## config.mk

```make
export PLATFORM = sky130hd
export DESIGN_NAME = uart_telem_rcv
export DESIGN_NICKNAME = d
export VERILOG_FILES = /design/src/rtl/uart_telem_rcv.sv
export SDC_FILE = /design/constraint.sdc
export NUM_CORES = 1
export LEC_CHECK = 0
export BUFFER_PORTS_ARGS = -buffer_cell sky130_fd_sc_hd__buf_4
export CORE_ASPECT_RATIO = 0.8
export CORE_MARGIN = 3
export CORE_UTILIZATION = 54
export CTS_CLUSTER_DIAMETER = 80
export DETAILED_ROUTE_END_ITERATION = 7
export GPL_ROUTABILITY_DRIVEN = 0
export PLACE_DENSITY = 0.75
export SLEW_MARGIN = 20
export SYNTH_ARGS = -nofsm -noshare
export SYNTH_HDL_FRONTEND = slang
export SYNTH_SLANG_ARGS = --single-unit
```

## constraint.sdc

```tcl
create_clock -name clk -period 2.2 [get_ports clk]
set_input_delay 0.44 -clock clk [delete_from_list [all_inputs] [get_ports clk]]
set_output_delay 0.44 -clock clk [all_outputs]
set_load 0.01 [all_outputs]
```

## src/rtl/uart_telem_rcv.sv

```systemverilog
`default_nettype none
// +----------------------------------------------------------------------------+
// | uart_telem_rcv : 8N1 UART receiver for the eBike telemetry line.           |
// | Optional stop-bit error output enabled by defining UART_RCV_FERR_EN.       |
// | Revision: 1.0                                                              |
// +----------------------------------------------------------------------------+
module uart_telem_rcv #(
  parameter int BAUD_DIV = 2604
) (
  input  logic       clk,
  input  logic       rst,
  input  logic       RX,
  input  logic       clr_rdy,
  output logic       rdy,
  output logic [7:0] rx_data
`ifdef UART_RCV_FERR_EN
  ,
  output logic       frm_err
`endif
);

  localparam logic [11:0] C_HALF_BIT = 12'(BAUD_DIV / 2);
  localparam logic [11:0] C_FULL_BIT = 12'(BAUD_DIV - 1);

  typedef enum logic [1:0] {
    IDLE  = 2'd0,
    START = 2'd1,
    DATA  = 2'd2
  } state_t;

  state_t      state_q, state_d;
  logic        rx_ff1_q, rx_s_q, rx_prev_q;
  logic [11:0] baud_cnt_q, baud_cnt_d;
  logic [3:0]  bit_cnt_q, bit_cnt_d;
  logic [8:0]  shft_q, shft_d;
  logic        rdy_q, rdy_d;
  logic [7:0]  rx_data_q, rx_data_d;
  logic        w_fall;
  logic        w_shift;
  logic        unused_shft0;

  assign w_fall       = rx_prev_q & ~rx_s_q;
  assign w_shift      = (state_q != IDLE) && (baud_cnt_q == 12'd0);
  // Bit 0 only ever falls off the end of the shifter.
  assign unused_shft0 = shft_q[0];

  always_ff @(posedge clk or posedge rst) begin
    if (rst) begin
      rx_ff1_q  <= 1'b1;
      rx_s_q    <= 1'b1;
      rx_prev_q <= 1'b1;
    end else begin
      rx_ff1_q  <= RX;
      rx_s_q    <= rx_ff1_q;
      rx_prev_q <= rx_s_q;
    end
  end

  always_ff @(posedge clk or posedge rst) begin
    if (rst) begin
      state_q    <= IDLE;
      baud_cnt_q <= 12'd0;
      bit_cnt_q  <= 4'd0;
      shft_q     <= 9'd0;
      rdy_q      <= 1'b0;
      rx_data_q  <= 8'h00;
    end else begin
      state_q    <= state_d;
      baud_cnt_q <= baud_cnt_d;
      bit_cnt_q  <= bit_cnt_d;
      shft_q     <= shft_d;
      rdy_q      <= rdy_d;
      rx_data_q  <= rx_data_d;
    end
  end

`ifdef UART_RCV_FERR_EN
  logic frm_err_q, frm_err_d;

  always_ff @(posedge clk or posedge rst) begin
    if (rst) begin
      frm_err_q <= 1'b0;
    end else begin
      frm_err_q <= frm_err_d;
    end
  end

  always_comb begin
    frm_err_d = frm_err_q;
    if (state_q == DATA && w_shift && bit_cnt_q == 4'd8) begin
      frm_err_d = ~rx_s_q;
    end
  end

  assign frm_err = frm_err_q;
`endif

  always_comb begin
    state_d    = state_q;
    baud_cnt_d = baud_cnt_q;
    bit_cnt_d  = bit_cnt_q;
    shft_d     = shft_q;
    rx_data_d  = rx_data_q;
    rdy_d      = rdy_q;
    if (clr_rdy) begin
      rdy_d = 1'b0;
    end
    case (state_q)
      IDLE: begin
        if (w_fall) begin
          state_d    = START;
          baud_cnt_d = C_HALF_BIT;
          bit_cnt_d  = 4'd0;
          rdy_d      = 1'b0;
        end
      end
      START: begin
        if (w_shift) begin
          // A line already back high at mid start bit was a glitch.
          if (rx_s_q) begin
            state_d = IDLE;
          end else begin
            state_d    = DATA;
            baud_cnt_d = C_FULL_BIT;
          end
        end else begin
          baud_cnt_d = baud_cnt_q - 12'd1;
        end
      end
      DATA: begin
        if (w_shift) begin
          shft_d     = {rx_s_q, shft_q[8:1]};
          bit_cnt_d  = bit_cnt_q + 4'd1;
          baud_cnt_d = C_FULL_BIT;
          if (bit_cnt_q == 4'd8) begin
            rx_data_d = shft_q[8:1];
            rdy_d     = 1'b1;
            state_d   = IDLE;
          end
        end else begin
          baud_cnt_d = baud_cnt_q - 12'd1;
        end
      end
      default: begin
        state_d = IDLE;
      end
    endcase
  end

  assign rdy     = rdy_q;
  assign rx_data = rx_data_q;

endmodule
`default_nettype wire

```

; ---- After elaboration in Yosys (flattened, before gate mapping)
; Cells that the tools add are included.
[totals]
regBits = 39
inputBits = 4
wordCells = 51
[classes]
addsub = 2
eq_ne = 8
muxes = 19
bitwise = 2
reduce_logical = 11
[op_table]
columns = op, count
row1 = 12-bit 2-to-1 mux, 4
row2 = 12-bit one-hot mux with 3 select lines, 1
row3 = 12-bit logical NOT, 1
row4 = "12-bit by 1-bit subtractor with 12-bit output, second input constant", 1
row5 = 2-bit 2-to-1 mux, 5
row6 = 3-bit AND reduction, 3
row7 = 4-bit 2-to-1 mux, 2
row8 = "2-bit inequality test, second input constant", 4
row9 = 4-bit one-hot mux with 2 select lines, 1
row10 = 2-bit one-hot mux with 3 select lines, 1
row11 = "4-bit by 1-bit adder with 4-bit output, second input constant", 1
row12 = "4-bit equality test, second input constant", 1
row13 = 1-bit 2-to-1 mux, 4
row14 = 4-bit AND reduction, 1
row15 = 2-bit nonzero test, 2
row16 = "3-bit inequality test, second input constant", 1
row17 = 3-bit nonzero test, 1
row18 = "2-bit by 1-bit equality test with 1-bit output, second input constant", 1
row19 = "2-bit equality test, second input constant", 1
row20 = 2-bit logical NOT, 1
row21 = 1-bit one-hot mux with 2 select lines, 1
row22 = 2-bit AND reduction, 1
row23 = 1-bit AND, 1
row24 = 1-bit logical AND, 1
row25 = 1-bit inverter, 1

; ---- Depth between registers and ports, before layout
; Gate-level depths: netlist (run 1).
[depth]
depth_word = 4
ltp_mapped = 8
mapped_depth_nobuf = 6

; ---- Least setup slack after synthesis (run 1)
; Ideal clock, no wire load.
[synth_path]
path_type = register -> register
start = register state_q[1]
end = register rx_data_q[0] (netlist: rx_data[0])
setup_ns = 0.125
arrival_ns = 1.947
required_time_ns = 2.075
slack_ns = 0.128
path_stages_with_launch = 9
path_buffers = 2
path_cell_list = dfrtp_1 > inv_1 > ha_1 > buf_6 > nor3b_4 > nand4_4 > or3_1 > buf_6 > mux2_4
[synth_via]
elab_chain_cells = 3
[synth_lines]
columns = item, line_no
row1 = start: declaration, 31  ; state_t state_q, state_d;
row2 = start signal: assignment, 68  ; state_q <= state_d;
row3 = 2-bit nonzero test, 43  ; assign w_shift = (state_q != IDLE) && (baud_cnt_q == 12'd0);
row4 = 1-bit logical AND, 43
row5 = 3-bit AND reduction (no line) (*), n/a
row6 = end signal: assignment, 73  ; rx_data_q <= rx_data_d;
row7 = end: declaration, 37  ; logic [7:0] rx_data_q, rx_data_d;
; Mark *: on every way between the ends. The rest lies on a longest branch, timed or not.
; A chain may end at the register's enable or synchronous reset.

; ---- Final worst setup path (run 1)
[layout_path]
start = register state_q[1]
end = register baud_cnt_q[1]
[layout_via]
elab_chain_cells = 4
[layout_lines]
columns = item, line_no
row1 = 2-bit nonzero test, 43
row2 = 1-bit logical AND, 43
row3 = "3-bit inequality test (no line), or another cell as far along", n/a
row4 = 3-bit AND reduction (no line) / 12-bit one-hot mux with 3 select lines (equally long branches), n/a
row5 = end signal: assignment, 69  ; baud_cnt_q <= baud_cnt_d;
row6 = end: declaration, 33  ; logic [11:0] baud_cnt_q, baud_cnt_d;
; Several ways; a longest one is shown, not always the timed one.

==> impl_metrics.yaml, run 1 <==
yosys:
  synth_area_per_cell_sq_um: 11.5
  synth_top_area_share_pct: 42.2
  syn_area_sq_um: 2080
  ys_warn_count: 0
  synth_area_leaders: "dfrtp_1 42%, mux2_4 5.8%, mux2_2 4.9%, ha_1 4.8%, mux2i_1 3.9%"
  synth_cells: 181
  synthFlopType: "dfrtp_1"
  synth-edff-count: 0
  seq_area_frac_synth_pct: 46.0
  synth_cell_types: 43
  synth-async-reset-ratio_pct: 100
  synth_nets: 193
  synth_area_leader_cell: "dfrtp_1"
  ys_seq_elements: 38
routing:
  drtIter0Drc: 69
  post_drt_wl_per_cell_um: 18.0
  viasPerCell: 6.43
  ant_nets: 0
  vias: 1556
  drcViolationCount: 0
  first_pass_iters: 4
  wl_um: 4370
sta:
  rsz0062_at_grt: "false"
  clock_skew_ns: 0.0102
  maxSlewHeadroom_pct: 65.8
  final.period_utilization_pct: 92.8
  setup_violations: 0
  fin_hold_ws_ns: 0.247
  fmax_ghz: 0.490
  worstMarginPinSlew_ns: 0.511
  slew_viol_final: 0
  finalSetupTns_ns: 0
  hold_viol: 0
  min_period_ns: 2.04
clock_tree:
  clockBufferDepth: 2
  htreeDepth: 2
  tritoncts: "yes"
  clk_transition_reported_paths_ns: 0.08
  hold_buffers: 0
  numCtsBuffers: 5
  post-cts-setup-buffers: 0
  cts_root_buf: "clkbuf_8"
  clkSinkCount: 38
  clk-insertion-delay-late_ns: 0.30
worst_hold_path:
  min_path_type: "in -> async"
layout:
  num-fill-cells: 270
  nets: 211
  seq_area_sq_um: 955
  syn_to_final_growth_pct: 13.9
  multi_input_area_sq_um: 1040
  layout-drive-gt1-share_pct: 27.5
  antennaDiodeCount: 0
  layout.cells.non_filler: 242
die:
  die_w_um: 75.3
  die_y_um: 61.5
  core_area_sq_um: 3570
  core.rowCount: 19
  die-area_sq_um: 4630
  boundaryPins: 13
  start_util_pct: 58.2
pwr:
  pwr-share-comb_pct: 26.5
  switching_power_uw: 693
  power_frac_clock_pct: 34.6
  ir_drop_v: 0.000596
  p_leak_uw: 0.00113
  power_frac_seq_pct: 39.0
  powerDensity_nw_per_um2: 883
  intPower_uw: 1390
  switching_share_pct: 33.2
setup_path:
  worstPathMaxFanout: 16
  end_kind: "flip-flop"
  startpoint_type: "flip-flop"
  crit_arrival_ns: 2.20
  path_class: "reg -> reg"
  required_ns: 2.36
status:
  status: "finished, final reports clean"
job:
  drv_cap: 0
grt:
  antenna_found_initial: 0
  grt_use_total_pct: 21.5
  grt_pass1_vias: 1548
  grt-ovfl-total: 0
  grt_max_degree: 39
  grt_pass1_wl_um: 7330
placed_design:
  hpwl_um: 3150
  numPortBuffers: 12
  dp_cells: 234
==> path summary, 6_finish.rpt <==
path	slack, ns	endpoint	start	cells after the start
setup / recovery	0.16	baud_cnt_q[1]$_DFFE_PP0P_	state_q[1]$_DFFE_PP0P_	7
hold / removal	0.25	rx_data[6]$_DFFE_PP0P_	rst	3
setup reg to reg	0.16	baud_cnt_q[1]$_DFFE_PP0P_	state_q[1]$_DFFE_PP0P_	7
hold reg to reg	0.36	rx_s_q$_DFF_PP1_	rx_ff1_q$_DFF_PP1_	0
max in group asynchronous	1.59	rx_prev_q$_DFF_PP1_	rst	3
min in group clk	0.25	rx_ff1_q$_DFF_PP1_	RX	1
==> metal layers <==
metal  track usage (%)  part of all wire (%)  vias to the layer above
met5                 0                     0                        -
met4              6.98                   1.5                        0
met3              7.50                   5.6                        6
met2              31.9                    47                       62
met1              29.7                    46                      777
li1                  -                     -                      711
==> worst max-delay path: stages (launching register included) <==
cell     delay [ns]
dfrtp_1        0.42
inv_1          0.10
ha_1           0.23
nor3b_4        0.28
nand4_4        0.13
buf_4          0.23
o21ai_0        0.38
a21oi_1        0.14
==> synth_stat cells, types with 2 or more instances <==
library cell  number
nor2_1             7
o21ai_0           10
clkbuf_1           2
a21o_1             2
nor3_1             3
and4_1             3
buf_6              2
or3_1              4
mux2_2             9
mux2_4             8
ha_1               8
nand3_1            4
mux2i_1            8
dfrtp_1           35
nor3_4             3
nand3b_1           2
o311ai_0           2
a21oi_1            6
dfstp_2            3
nand2_1           11
a22o_1             2
o31ai_1            6
a31oi_1            4
o211ai_1           5
inv_1             13
and3_1             2
==> sequential cells by signal, summed over array words and instances (netlist names) <==
signal      count
baud_cnt_q     12
rx_data         8
shft_q          8
bit_cnt_q       4
state_q         2
rdy             1
rx_ff1_q        1
rx_prev_q       1
rx_s_q          1
==> kinds of logic (layout without fill, tap and decap cells) <==
family,Yosys count,count (layout),synth area share (%)
compound gates,44,44,15.1
fa+ha+maj,8,8,4.82
mux,25,25,14.5
flops,38,38,46.0
simple gates,47,47,15.4
buf+inv,19,38,4.22
==> layout by cell type, fill, tap and decap left out, types with 2 or more instances in the layout <==
cell type   n
ha_1        8
bufinv_16   2
and3_1      2
nor3_4      3
o311ai_0    2
o211ai_1    5
a21o_1      2
nand3_1     4
o31ai_1     6
and4_1      2
a21oi_1     6
dfstp_2     3
nor3_1      3
nand3b_1    2
inv_1      13
mux2_2      9
a22o_1      2
clkbuf_8    5
mux2_4      8
or3_1       3
dfrtp_1    35
mux2i_1     8
a31oi_1     4
buf_4      17
nand2_1    10
o21ai_0    10
nor2_1      7
==> cell type report <==
type / instances / share of cell area (%)
Clock buffer: 5 / 2.91
Clock inverter: 3 / 2.91
Inverter: 13 / 2.06
Multi-Input combinational cell: 124 / 44.1
Sequential cell: 38 / 40.4
Tap cell: 42 / 2.22
Timing Repair Buffer: 17 / 5.40
==> per-stage QoR <==
step           setup slack, ns  utilization (%)  total power (uW)  area (sq um)
5_1_grt                 0.0412             66.3              2190          2360
2_1_floorplan            0.128                -              1220          2080
3_3_place_gp             0.101             62.2              1330          2220
6_report                 0.159             66.3              2090          2360
4_1_cts                 0.0142             66.2              2090          2360
3_5_place_dp           -0.0274             62.2              1370          2220
==> power by group through the flow <==
stage	Clock, uW	Sequential, uW	Combinational [uW]
after floorplan	0	812	412
after global placement	0	820	506
after detailed placement	0	825	543
after CTS	730	812	546
after global routing	761	821	612
final	721	814	553
==> what timing repair did <==
item,4_1_cts,5_1_grt
endpoints found under the setup margin,8,11
hold endpoints to repair,0,0
gates cloned,0,0
pin swaps,0,1
gates resized for setup,1,2
Note: power is estimated with default switching activity, not from simulation.
==> inputs of run 2 (changes only) <==
--- a/config.mk
+++ b/config.mk
@@ -7,7 +7,6 @@
 export LEC_CHECK = 0
 export BUFFER_PORTS_ARGS = -buffer_cell sky130_fd_sc_hd__buf_4
 export CORE_ASPECT_RATIO = 0.8
-export CORE_MARGIN = 3
 export CORE_UTILIZATION = 54
 export CTS_CLUSTER_DIAMETER = 80
 export DETAILED_ROUTE_END_ITERATION = 7
==> run 2 against run 1 <==
Effect of this change: the flow now finishes with violations (design-rule violations); global-route usage rose by 2.3 points; die area is 11% lower; first-iteration DRC count rose by 86%; critical path type unchanged; highest routed layer unchanged.
==> impl_metrics.yaml, run 2 (synthesized netlist as in run 1, its figures left out) <==
layout:
  fin_util_pct: 66.7
  layout.cells.non_filler: 242
  antennaDiodeCount: 0
  syn_to_final_growth_pct: 13.9
  largest_reg_flops: 12
  layout-drive-gt1-share_pct: 27.5
  final_common_cell: "dfrtp_1"
  nets: 211
  top_register: "baud_cnt_q"
  layout_common_cells: "35 x dfrtp_1, 17 x buf_4, 13 x inv_1"
sta:
  fmax_ghz: 0.482
  slew_viol_final: 0
  rsz0062_at_grt: "false"
  clock_skew_ns: 0.0109
  maxSlewHeadroom_pct: 63.8
  hold_viol: 0
  min_period_ns: 2.08
  setup_violations: 0
  worstMarginPinSlew_ns: 0.540
  finalSetupTns_ns: 0
  fin_hold_ws_ns: 0.241
  final.period_utilization_pct: 94.4
routing:
  drtIter0Drc: 128
  ant_nets: 0
  post_drt_wl_per_cell_um: 17.7
  vias: 1507
  first_pass_iters: 6
  drcViolationCount: 1
  wl_um: 4270
  viasPerCell: 6.23
pwr:
  ir_drop_v: 0.000685
  p_total_uw: 2080
  p_leak_uw: 0.00113
  powerDensity_nw_per_um2: 879
die:
  core.rowCount: 19
  die_w_um: 71.3
  start_util_pct: 58.6
  die-area_sq_um: 4100
  core_area_sq_um: 3540
  boundaryPins: 13
  die_y_um: 57.5
clock_tree:
  clk_transition_reported_paths_ns: 0.09
  tritoncts: "yes"
  numCtsBuffers: 5
  hold_buffers: 0
  clkSinkCount: 38
  htreeDepth: 2
  post-cts-setup-buffers: 0
  clk-insertion-delay-late_ns: 0.30
  clockBufferDepth: 2
  cts_root_buf: "clkbuf_8"
setup_path:
  crit_chain: "inv_1 -> ha_1 -> or4b_4 -> a2111oi_4 -> o211ai_1 -> a22o_1"
  crit_start: "baud_cnt_q[0]$_DFFE_PP0P_"
  startpoint_type: "flip-flop"
  ff2ff_setup_slack_ns: 0.12
  worstRegToRegCells: 6
  slowest_stage: "or4b_4"
  path_class: "reg -> reg"
  required_ns: 2.40
  crit_arrival_ns: 2.27
  end_kind: "flip-flop"
  max_stage_delay_ns: 0.53
  r2r_end: "baud_cnt_q[10]$_DFFE_PP0P_"
  worst_path_dominant_cell_family: "compound AO/OA/AOI/OAI gates"
  rr_startpoint: "baud_cnt_q[0]$_DFFE_PP0P_"
  worstPathMaxFanout: 4
  path_buf_inv: 1
placed_design:
  numPortBuffers: 12
  hpwl_um: 3050
  dp_cells: 234
grt:
  grt_pass1_wl_um: 7250
  antenna_found_initial: 0
  grt_max_degree: 39
  grt-ovfl-total: 0
  grt_pass1_vias: 1484
  grt_use_total_pct: 23.8
worst_hold_path:
  min_path_type: "in -> async"
job:
  drv_cap: 0
status:
  status: "complete, but fails checks"
  violations: "design-rule violations"
run 2: tightest hold or removal path, stage by stage:
cell	delay [ns]
buf_4	0.11
inv_1	0.04
buf_4	0.39
run 2: area by class of cell:
class                   count  area (sq um)
clock buffers               5          68.8
clock inverters             3          68.8
fillers                   258          1180
inverters                  13          48.8
multi-input cells         124          1040
flip-flops and latches     38           955
well taps                  42          52.6
repair buffers             17           128
run 2: timing repair:
action | CTS | global route
resized for setup | 0 | 4
endpoints found under the setup margin | 0 | 16
hold endpoints to repair | 0 | 0
run 2: per-layer routing:
| metal | vias to the layer above | wire length, um | track usage (%) |
|---|---|---|---|
| met2 | 40 | 2060 | 38.1 |
| met4 | 0 | 65 | 10.0 |
| met1 | 752 | 1920 | 32.0 |
| met3 | 8 | 228 | 4.77 |
| met5 | - | 0 | 0 |
| li1 | 707 | - | - |
run 2: stage by stage:
stage	instance area, sq um	setup slack (ns)
floorplan	2080	0.128
global placement	2220	0.104
detailed placement	2220	0.00778
CTS	2350	0.00382
global route	2360	0.0230
finish	2360	0.124
run 2: report_power, final:
group | switching (uW) | leakage [uW] | internal (uW)
logic | 352 | 0.000564 | 188
registers | 63.5 | 0.000494 | 751
clock network | 269 | 0.0000683 | 454
total | 685 | 0.00113 | 1390
run 2: worst max-delay path by stage:
| stage | endpoint | depth (start not counted) | slack, ns |
|---|---|---|---|
| after floorplan | rx_data[0]$_DFFE_PP0P_ | 8 | 0.13 |
| after global placement | rx_data[5]$_DFFE_PP0P_ | 6 | 0.10 |
| after detailed placement | rx_data[6]$_DFFE_PP0P_ | 6 | 0.008 |
| after CTS | rx_data[3]$_DFFE_PP0P_ | 6 | 0.004 |
| after global routing | baud_cnt_q[10]$_DFFE_PP0P_ | 6 | 0.02 |
| final | baud_cnt_q[10]$_DFFE_PP0P_ | 6 | 0.12 |
